[src/rtl/hlsm_shared_alu_sched.sv]
// hlsm_shared_alu_sched: shared-ALU HLSM computing z = (a+b > a+c) ? low(a+b) : low(a+c) and x = a*c - (a+b)
// Optional macro SIGNED_COMPARE_EN: when defined, the d > e compare is two's-complement signed.
module hlsm_shared_alu_sched #(
   parameter int DATAWIDTH = 16,
   parameter int ZWIDTH    = 8,
   parameter int MUL_LAT   = 2
) (
   input  logic                 Clk,
   input  logic                 Rst,
   input  logic                 Start,
   input  logic [DATAWIDTH-1:0] a,
   input  logic [DATAWIDTH-1:0] b,
   input  logic [DATAWIDTH-1:0] c,
   output logic                 Done,
   output logic                 Busy,
   output logic [ZWIDTH-1:0]    z,
   output logic [DATAWIDTH-1:0] x
);
   typedef enum logic [2:0] {WAIT, S1, S2, S3, MWAIT, S4, FINAL} state_t;
   state_t               r_state, w_next;
   logic [DATAWIDTH-1:0] r_a, r_b, r_c, r_d, r_e, r_x;
   logic [ZWIDTH-1:0]    r_z;
   logic                 r_g;
   logic [3:0]           r_cnt;
   logic [DATAWIDTH-1:0] r_mp [1:MUL_LAT];
   logic [DATAWIDTH-1:0] w_prod, w_f, w_alu_a, w_alu_b, w_alu_y;
   logic                 w_gt, w_f_ready;
   assign w_prod    = r_a * r_c;
   assign w_f       = r_mp[MUL_LAT];
   assign w_f_ready = r_cnt >= 4'(MUL_LAT - 1);
   assign z         = r_z;
   assign x         = r_x;
   // State register
   always_ff @(posedge Clk or posedge Rst) begin
      if (Rst) r_state <= WAIT;
      else     r_state <= w_next;
   end
   // Next-state and handshake outputs; S3/MWAIT advance once f lands at the coming edge
   always_comb begin
      w_next = r_state;
      Done   = 1'b0;
      Busy   = 1'b1;
      case (r_state)
         WAIT:    begin Busy = 1'b0; w_next = Start ? S1 : WAIT; end
         S1:      w_next = S2;
         S2:      w_next = S3;
         S3:      w_next = w_f_ready ? S4 : MWAIT;
         MWAIT:   w_next = w_f_ready ? S4 : MWAIT;
         S4:      w_next = FINAL;
         FINAL:   begin Done = 1'b1; w_next = WAIT; end
         default: w_next = WAIT;
      endcase
   end
   // Shared ALU operand steering: one add/sub/compare per state
   always_comb begin
      w_alu_a = (r_state == S3) ? r_d : (r_state == S4) ? w_f : r_a;
      w_alu_b = (r_state == S1) ? r_b : (r_state == S2) ? r_c : (r_state == S3) ? r_e : r_d;
      w_alu_y = (r_state == S4) ? w_alu_a - w_alu_b : w_alu_a + w_alu_b;
   end
`ifdef SIGNED_COMPARE_EN
   assign w_gt = $signed(w_alu_a) > $signed(w_alu_b);
`else
   assign w_gt = w_alu_a > w_alu_b;
`endif
   // Operand capture, ALU result registers and cycle count since issue
   always_ff @(posedge Clk or posedge Rst) begin
      if (Rst) begin
         r_a   <= '0;
         r_b   <= '0;
         r_c   <= '0;
         r_d   <= '0;
         r_e   <= '0;
         r_g   <= 1'b0;
         r_z   <= '0;
         r_x   <= '0;
         r_cnt <= '0;
      end else begin
         r_cnt <= (r_state == WAIT) ? 4'd0 : r_cnt + 4'd1;
         if (r_state == WAIT && Start) begin
            r_a <= a;
            r_b <= b;
            r_c <= c;
         end
         if (r_state == S1) r_d <= w_alu_y;
         if (r_state == S2) r_e <= w_alu_y;
         if (r_state == S3) r_g <= w_gt;
         if (r_state == S4) begin
            r_x <= w_alu_y;
            r_z <= r_g ? r_d[ZWIDTH-1:0] : r_e[ZWIDTH-1:0];
         end
      end
   end
   // Multiplier pipe; operands only change on capture, so f is stable MUL_LAT edges after S1 starts
   always_ff @(posedge Clk or posedge Rst) begin
      if (Rst) begin
         for (int i = 1; i <= MUL_LAT; i++) r_mp[i] <= '0;
      end else begin
         r_mp[1] <= w_prod;
         for (int i = 2; i <= MUL_LAT; i++) r_mp[i] <= r_mp[i-1];
      end
   end
endmodule

[config.mk]
export PLATFORM = sky130hd
export DESIGN_NAME = hlsm_shared_alu_sched
export DESIGN_NICKNAME = d
export VERILOG_FILES = /design/src/rtl/hlsm_shared_alu_sched.sv
export SDC_FILE = /design/constraint.sdc
export NUM_CORES = 1
export LEC_CHECK = 0
export BUFFER_PORTS_ARGS = -buffer_cell sky130_fd_sc_hd__buf_2
export CAP_MARGIN = 20
export CORE_MARGIN = 5
export CORE_UTILIZATION = 25
export CTS_CLUSTER_DIAMETER = 200
export DETAILED_ROUTE_END_ITERATION = 12
export PLACE_DENSITY = 0.45
export SYNTH_ARGS = -nofsm -noshare
export SYNTH_HDL_FRONTEND = slang
export SYNTH_SLANG_ARGS = --single-unit
[constraint.sdc]
create_clock -name Clk -period 5.6 [get_ports Clk]
set_input_delay 0.28 -clock Clk [delete_from_list [all_inputs] [get_ports Clk]]
set_output_delay 0.28 -clock Clk [all_outputs]
set_load 0.01 [all_outputs]
; Word-level counts from Yosys, hierarchy flattened
; Index checks and enable logic that the tools add are counted.
[op_classes]
n_addsub = 3
multipliers = 1
n_lt_le_gt_ge = 2
eq_ne = 6
n_mux = 13
reduce_logical = 3
[op_table]
columns = op, count
row1 = $mux W16, 6
row2 = $add A16 B16 Y16, 1
row3 = $gt A16 B16 Y1, 1
row4 = $mul A16 B16 Y16, 1
row5 = $sub A16 B16 Y16, 1
row6 = $pmux W3 S5, 1
row7 = $eq A3 B3 Y1 const B, 3
row8 = $mux W8, 1
row9 = $eq A3 B2 Y1 const B, 2
row10 = $add A4 B1 Y4 const B, 1
row11 = $ge A4 B1 Y1 const B, 1
row12 = $mux W1, 4
row13 = $mux W4, 1
row14 = $eq A3 B1 Y1 const B, 1
row15 = $logic_not A3 Y1, 1
row16 = $reduce_or A2 Y1, 1
row17 = $logic_and A1 B1 Y1, 1
[word_totals]
regBits = 144
in_bits = 51

; Longest topological paths before layout
; Gate-level depths: netlist of the first run.
[logic_depth]
depth_word = 6
mapped_depth = 21
ltp_nobuf = 20

; Least setup slack after synthesis of the first run
; OpenSTA, ideal clock, no wires.
[synth_path]
kind = flip-flop to flip-flop
startpoint = register r_c[1]
endpoint = register r_mp[30] (netlist name)
setup_time_ns = 0.080
t_arrival_ns = 4.999
required_time_ns = 5.520
slack_ns = 0.521
stages_incl_launch_ff = 20
path_cell_list = dfrtp_1 > clkbuf_1 > nand2_1 > fa_1 > fa_1 > inv_1 > fa_1 > inv_1 > fa_1 > inv_1 > fa_1 > inv_1 > fa_1 > inv_1 > ha_1 > nand3_1 > nand2_1 > a41o_1 > o41ai_2 > xnor2_1
[synth_via]
elab_chain_cells = 1
[synth_rtl]
columns = element, line
row1 = from (decl), 21  ; logic [DATAWIDTH-1:0] r_a, r_b, r_c, r_d, r_e, r_x;
row2 = from (signal assigned), 70  ; r_c <= '0;
row3 = from (signal assigned), 82  ; r_c <= c;
row4 = $mul A16 B16 Y16, 28  ; assign w_prod = r_a * r_c;
row5 = named net w_prod[14], 26  ; logic [DATAWIDTH-1:0] w_prod, w_f, w_alu_a, w_alu_b, w_alu_y;
row6 = to (decl), 25  ; logic [DATAWIDTH-1:0] r_mp [1:MUL_LAT];
; The timed path passes the listed nets, and every way through them passes these cells.
; A chain may end at the register's enable or synchronous reset.

; Worst setup path after layout of the first run
[layout_path]
startpoint = register r_a[9]
endpoint = register r_mp[30] (netlist name)
[layout_via]
elab_chain_cells = 1
[layout_rtl]
columns = element, line
row1 = from (decl), 21
row2 = from (signal assigned), 68  ; r_a <= '0;
row3 = from (signal assigned), 80  ; r_a <= a;
row4 = $mul A16 B16 Y16, 28
row5 = named net w_prod[14], 26
; The timed path passes the listed nets, and every way through them passes these cells.

==> flow_summary.ini, run 1 <==
[timing]
clock_skew_ns = 0.0171
rsz0062_at_grt = false
fin_setup_tns_ns = 0
maxSlewViolCount = 0
fin_crit_sh = 0.932
fin_crit_ns = 5.22
hold_viol = 0
relSlewSlack = 0.382
max_clock_freq_ghz = 0.192
worstMarginPinSlew_ns = 0.927
setup_viol = 0

[clocking]
htree_levels = 4
cts.sinks = 144
cts_setup_buffers = 0
cts_buffers = 17
cts.root.buffer_cell = clkbuf_16
clock_latency_ns = 0.45
cts_resized = 0
clkTransAtPathRegs_ns = 0.07
cts_max_path_buffers = 2
hold_buffers = 0
cts_tree = built

[yosys]
yosysWarningCount = 0
mappedNetlistArea_um2 = 11400
synth_flop_cell = dfrtp_1
synthCells = 1196
synth_top_area_frac = 0.317
synth_async_sr_flop_share = 1.00
synth_edf_count = 0
synth_top_family_by_area = adder cells
synthAdderAreaFrac = 0.235
ys_top_cells_by_area = dfrtp_1, fa_1, ha_1, nand2_1, mux2_2
synth_fp_nets = 1412
yosys.area.top_type = dfrtp_1
muxShareOfSynthArea = 0.0800
seq_area_frac_synth = 0.317
synth-simple-area-share = 0.133
ys_ff_latch = 144
synthXorXnorAreaFrac = 0.0500
synth.distinct_cells = 64
postSynthAreaPerCell_um2 = 9.52
synth.most_common_cell = nand2_1
synth-compound-area-share = 0.112
synthTopCellsByCount = nand2_1, dfrtp_1, inv_1

[die]
coreArea_um2 = 45200
rows = 78
io_pins = 77
dieArea_um2 = 49900
fp.dieW_um = 223
initial_core_util = 0.252
dieHeight_um = 223

[place]
io_buffers = 76
gp_congestion = 0.816
placed_area_um2 = 12500
dp.final_hpwl_um = 25800
placed_cells = 1842

[critical_path]
r2r-end = r_mp[30]
startpoint_type = flop
reg2reg_slack_ns = 0.38
critical_path.endpoint = r_mp[30]
crit_start = r_a[9]
cp_max_fo = 9
regToRegStartpoint = r_a[9]
arrival_ns = 5.59
endpoint_kind = flop
critPathKind = reg2reg
cp.required_ns = 5.97
worstRegToRegCells = 18

[global_route]
grt_max_degree = 97
antenna_found_initial = 0
overflow = 0
grt_pass1_vias = 8961
grt_usage = 0.138
grt_pass1_wl_um = 53400

[finish]
ff_latch_area_um2 = 3600
drive_above_1_share = 0.161
final_cells = 1875
nFillCells = 4823
fin_nets = 1477
fin_util = 0.291
area_growth_pct = 15.4
multi_input_area_um2 = 6960
fin_area_um2 = 13100

[route]
via_per_inst = 4.47
drt_iter0_drc = 468
drc = 0
wl_per_cell_um = 17.6
finalWirelength_um = 33100
ant_nets = 0
vias = 8384
dr.pass1.iters = 5

[hold_path]
hold_class = in2async

[job]
drv_cap = 0

[status]
status = completed
[worst min path at each step]
stage | from | to | slack, ns
6_report | Rst | r_cnt[0] | 0.04
5_1_grt | a[2] | r_a[2] | 0.04
4_1_cts | a[2] | r_a[2] | 0.03
3_5_place_dp | r_mp[26] | w_f[10] | 0.34
3_3_place_gp | r_mp[18] | w_f[2] | 0.33
2_1_floorplan | r_mp[16] | w_f[0] | 0.33
[cell families (layout without fill, tap and decap cells)]
logic type,Yosys count,after routing
and+or+nand+nor,323,323
DFF,144,144
AOI/OAI and AO/OA,204,204
buffers and inverters,210,288
xor gates and xnor gates,65,65
muxes,85,85
adders and majority gates,165,165
other,0,1
[worst max-delay path: stages, from the launching register on]
cell and delay, ns:
dfrtp_1 0.63, nand2_1 0.14, fa_1 0.52, fa_1 0.56, inv_1 0.05, fa_1 0.50
inv_1 0.05, fa_1 0.52, inv_1 0.05, fa_1 0.47, inv_1 0.05, fa_1 0.47
inv_1 0.04, ha_1 0.33, nand3_1 0.11, nand2_1 0.05, a41o_1 0.22, o41ai_2 0.23
xnor2_1 0.15
[layer usage]
layer / vias up / routed length, um / global-route usage
li1: 4031 / - / -
met1: 4195 / 14800 / 0.175
met2: 125 / 16600 / 0.241
met3: 33 / 882 / 0.0209
met4: 0 / 842 / 0.0439
met5: - / 0 / 0
[registers in the layout (all words and copies together) (netlist names), 4 cells and up]
name   cells
z          8
r_cnt      4
r_c       16
r_mp      16
r_d       16
r_e       16
r_b       16
r_a       16
x         16
w_f       16
[stage by stage]
step | setup slack, ns | hold WS [ns]
after floorplan | 0.521 | 0.331
after global placement | 0.336 | 0.333
after detailed placement | 0.252 | 0.336
after CTS | 0.222 | 0.0298
after global routing | 0.100 | 0.0370
final | 0.379 | 0.0352
[layout by cell type, fill, tap and decap left out, drive strengths merged, types with 3 or more instances in the layout]
master    instances
nor2b             6
nor2             30
xnor2            52
mux2i            37
and3              3
clkinvlp          3
o21a              6
a221oi            3
a21oi            45
nor3              9
clkinv            3
bufinv            4
nand2b            7
xor2             13
o22ai            14
o21bai            5
inv             147
o211ai            4
o31ai             4
a211oi            6
a21o              7
dfrtp           144
ha               83
o21ai            85
nand2           171
fa               82
mux2             48
buf             111
clkbuf           20
nand3b            3
o41ai             4
and2             70
nand3            10
[cell type report]
cell class                 instances  area share
multi-input combinational        842       0.530
sequential                       144       0.274
tap                              600      0.0571
timing repair buffer             111      0.0490
inverter                         145      0.0418
clock buffer                      20      0.0340
clock inverter                    12      0.0139
antenna                            1    0.000190
Power of run 1 is not shown: default switching activity piles up to over one toggle a cycle in this logic, so the estimate is an artifact.
==> inputs of run 2 (changes only) <==
- REMOVE_ABC_BUFFERS: unset -> 1
==> run 2 against run 1 <==
Maximum frequency shrank 0.30%. Core utilization shrank 0.055 points. First-iteration DRC count fell by 4.9%. Critical path type unchanged.
==> flow_summary.ini, run 2 (synthesis gave the netlist of run 1 again) <==
[critical_path]
worstPathCellList = nand2_1 > fa_1 > fa_1 > inv_1 > fa_1 > inv_1 > fa_1 > inv_1 > fa_1 > inv_1 > fa_1 > inv_1 > ha_1 > nand3_1 > nand2_1 > a41o_1 > o41ai_2 > xnor2_1
crit_family = adder cells
regToRegStartpoint = r_c[3]
cp.required_ns = 5.98
cp_max_fo = 12
critPathBufInv = 5
endpoint_kind = flop
crit_top_cell = fa_1
arrival_ns = 5.61
startpoint_type = flop
critPathSlowestCell = dfrtp_1
critPathKind = reg2reg
slowest_delay_ns = 0.62
crit_start = r_c[3]

[finish]
fin_area_um2 = 13100
nFillCells = 4754
fin_nets = 1478
final_cell_mix = nand2_1, dfrtp_1, inv_1
drive_above_1_share = 0.162
final_common_cell = nand2_1
num_antenna_cells = 0
area_growth_pct = 15.2

[timing]
fin_crit_ns = 5.24
setup_viol = 0
rsz0062_at_grt = false
clock_skew_ns = 0.0136
max_clock_freq_ghz = 0.191
relSlewSlack = 0.384
hold_viol = 0
fin_crit_sh = 0.935
fin_setup_tns_ns = 0
worstMarginPinSlew_ns = 0.924
maxSlewViolCount = 0

[global_route]
use_met1 = 0.172
grt_pass1_vias = 8979
grt_use_met3 = 0.0184
grt-busiest-layer = met2
grt_pass1_wl_um = 51500
grt_usage = 0.132
antenna_found_initial = 0
use_met2 = 0.227
grt_max_degree = 82
overflow = 0

[clocking]
clkTransAtPathRegs_ns = 0.07
cts.sinks = 144
cts_buffers = 17
htree_levels = 4
cts_tree = built
cts.root.buffer_cell = clkbuf_16
clock_latency_ns = 0.46
cts_setup_buffers = 0
cts_resized = 0
cts_max_path_buffers = 2
hold_buffers = 1

[place]
placed_area_um2 = 12500
gp_congestion = 0.827
io_buffers = 76
dp.final_hpwl_um = 24900

[hold_path]
min_from = c[12]
hold_class = in2reg

[status]
status = completed

[route]
vias = 8270
via_per_inst = 4.41
finalWirelength_um = 31700
dr.pass1.iters = 4
ant_nets = 0
drt_iter0_drc = 445
drc = 0
wl_per_cell_um = 16.9

[die]
dieHeight_um = 223
rows = 78
io_pins = 77
dieArea_um2 = 49900
initial_core_util = 0.252
fp.dieW_um = 223
coreArea_um2 = 45200

[job]
drv_cap = 0
[run 2: changes by cell type in the layout (fill, tap and decap cells not counted), moves of 2 or more]
cell	delta
clkbuf_1	-2
clkinvlp_4	-2
bufinv_16	-2
inv_6	+2
inv_8	+3
[run 2: worst reg2reg max path, cell delays in order, from the launching register on]
cell and delay [ns]:
dfrtp_1 0.62, nand2_1 0.14, fa_1 0.47, fa_1 0.57
inv_1 0.06, fa_1 0.49, inv_1 0.05, fa_1 0.54
inv_1 0.05, fa_1 0.48, inv_1 0.05, fa_1 0.48
inv_1 0.04, ha_1 0.33, nand3_1 0.11, nand2_1 0.05
a41o_1 0.23, o41ai_2 0.24, xnor2_1 0.15
[run 2: worst paths after layout]
check	endpoint	slack, ns	cells past startpoint
worst max-delay path	r_mp[30]	0.36	18
worst min-delay path	r_c[12]	0.04	2
worst max register to register	r_mp[30]	0.36	18
worst min register to register	w_f[10]	0.35	0
max in group asynchronous	x[13]	3.78	4
min in group asynchronous	r_mp[17]	0.48	3
[run 2: final cells by class]
type / instances / area, um^2 / area share
multi-input combinational: 842 / 6960 / 0.531
timing repair buffer: 112 / 653 / 0.0498
clock buffer: 17 / 425 / 0.0324
clock inverter: 15 / 173 / 0.0132
tap: 600 / 751 / 0.0573
inverter: 145 / 549 / 0.0419
sequential: 144 / 3600 / 0.275
[run 2: stage by stage]
stage          worst slack, ns  hold WS (ns)  std cells   util
6_report                 0.364        0.0447       1875  0.290
5_1_grt                 0.0892        0.0329       1875  0.290
3_3_place_gp             0.412         0.334       1842  0.277
4_1_cts                  0.335        0.0213       1875  0.290
3_5_place_dp             0.423         0.335       1842  0.277
2_1_floorplan            0.651         0.331       1131      -
[run 2: layer usage]
| layer | vias up | routed length [um] |
|---|---|---|
| li1 | 4028 | - |
| met1 | 4099 | 14600 |
| met2 | 110 | 15800 |
| met3 | 33 | 696 |
| met4 | 0 | 569 |
| met5 | - | 0 |
Power of run 2 is left out for the same reason.
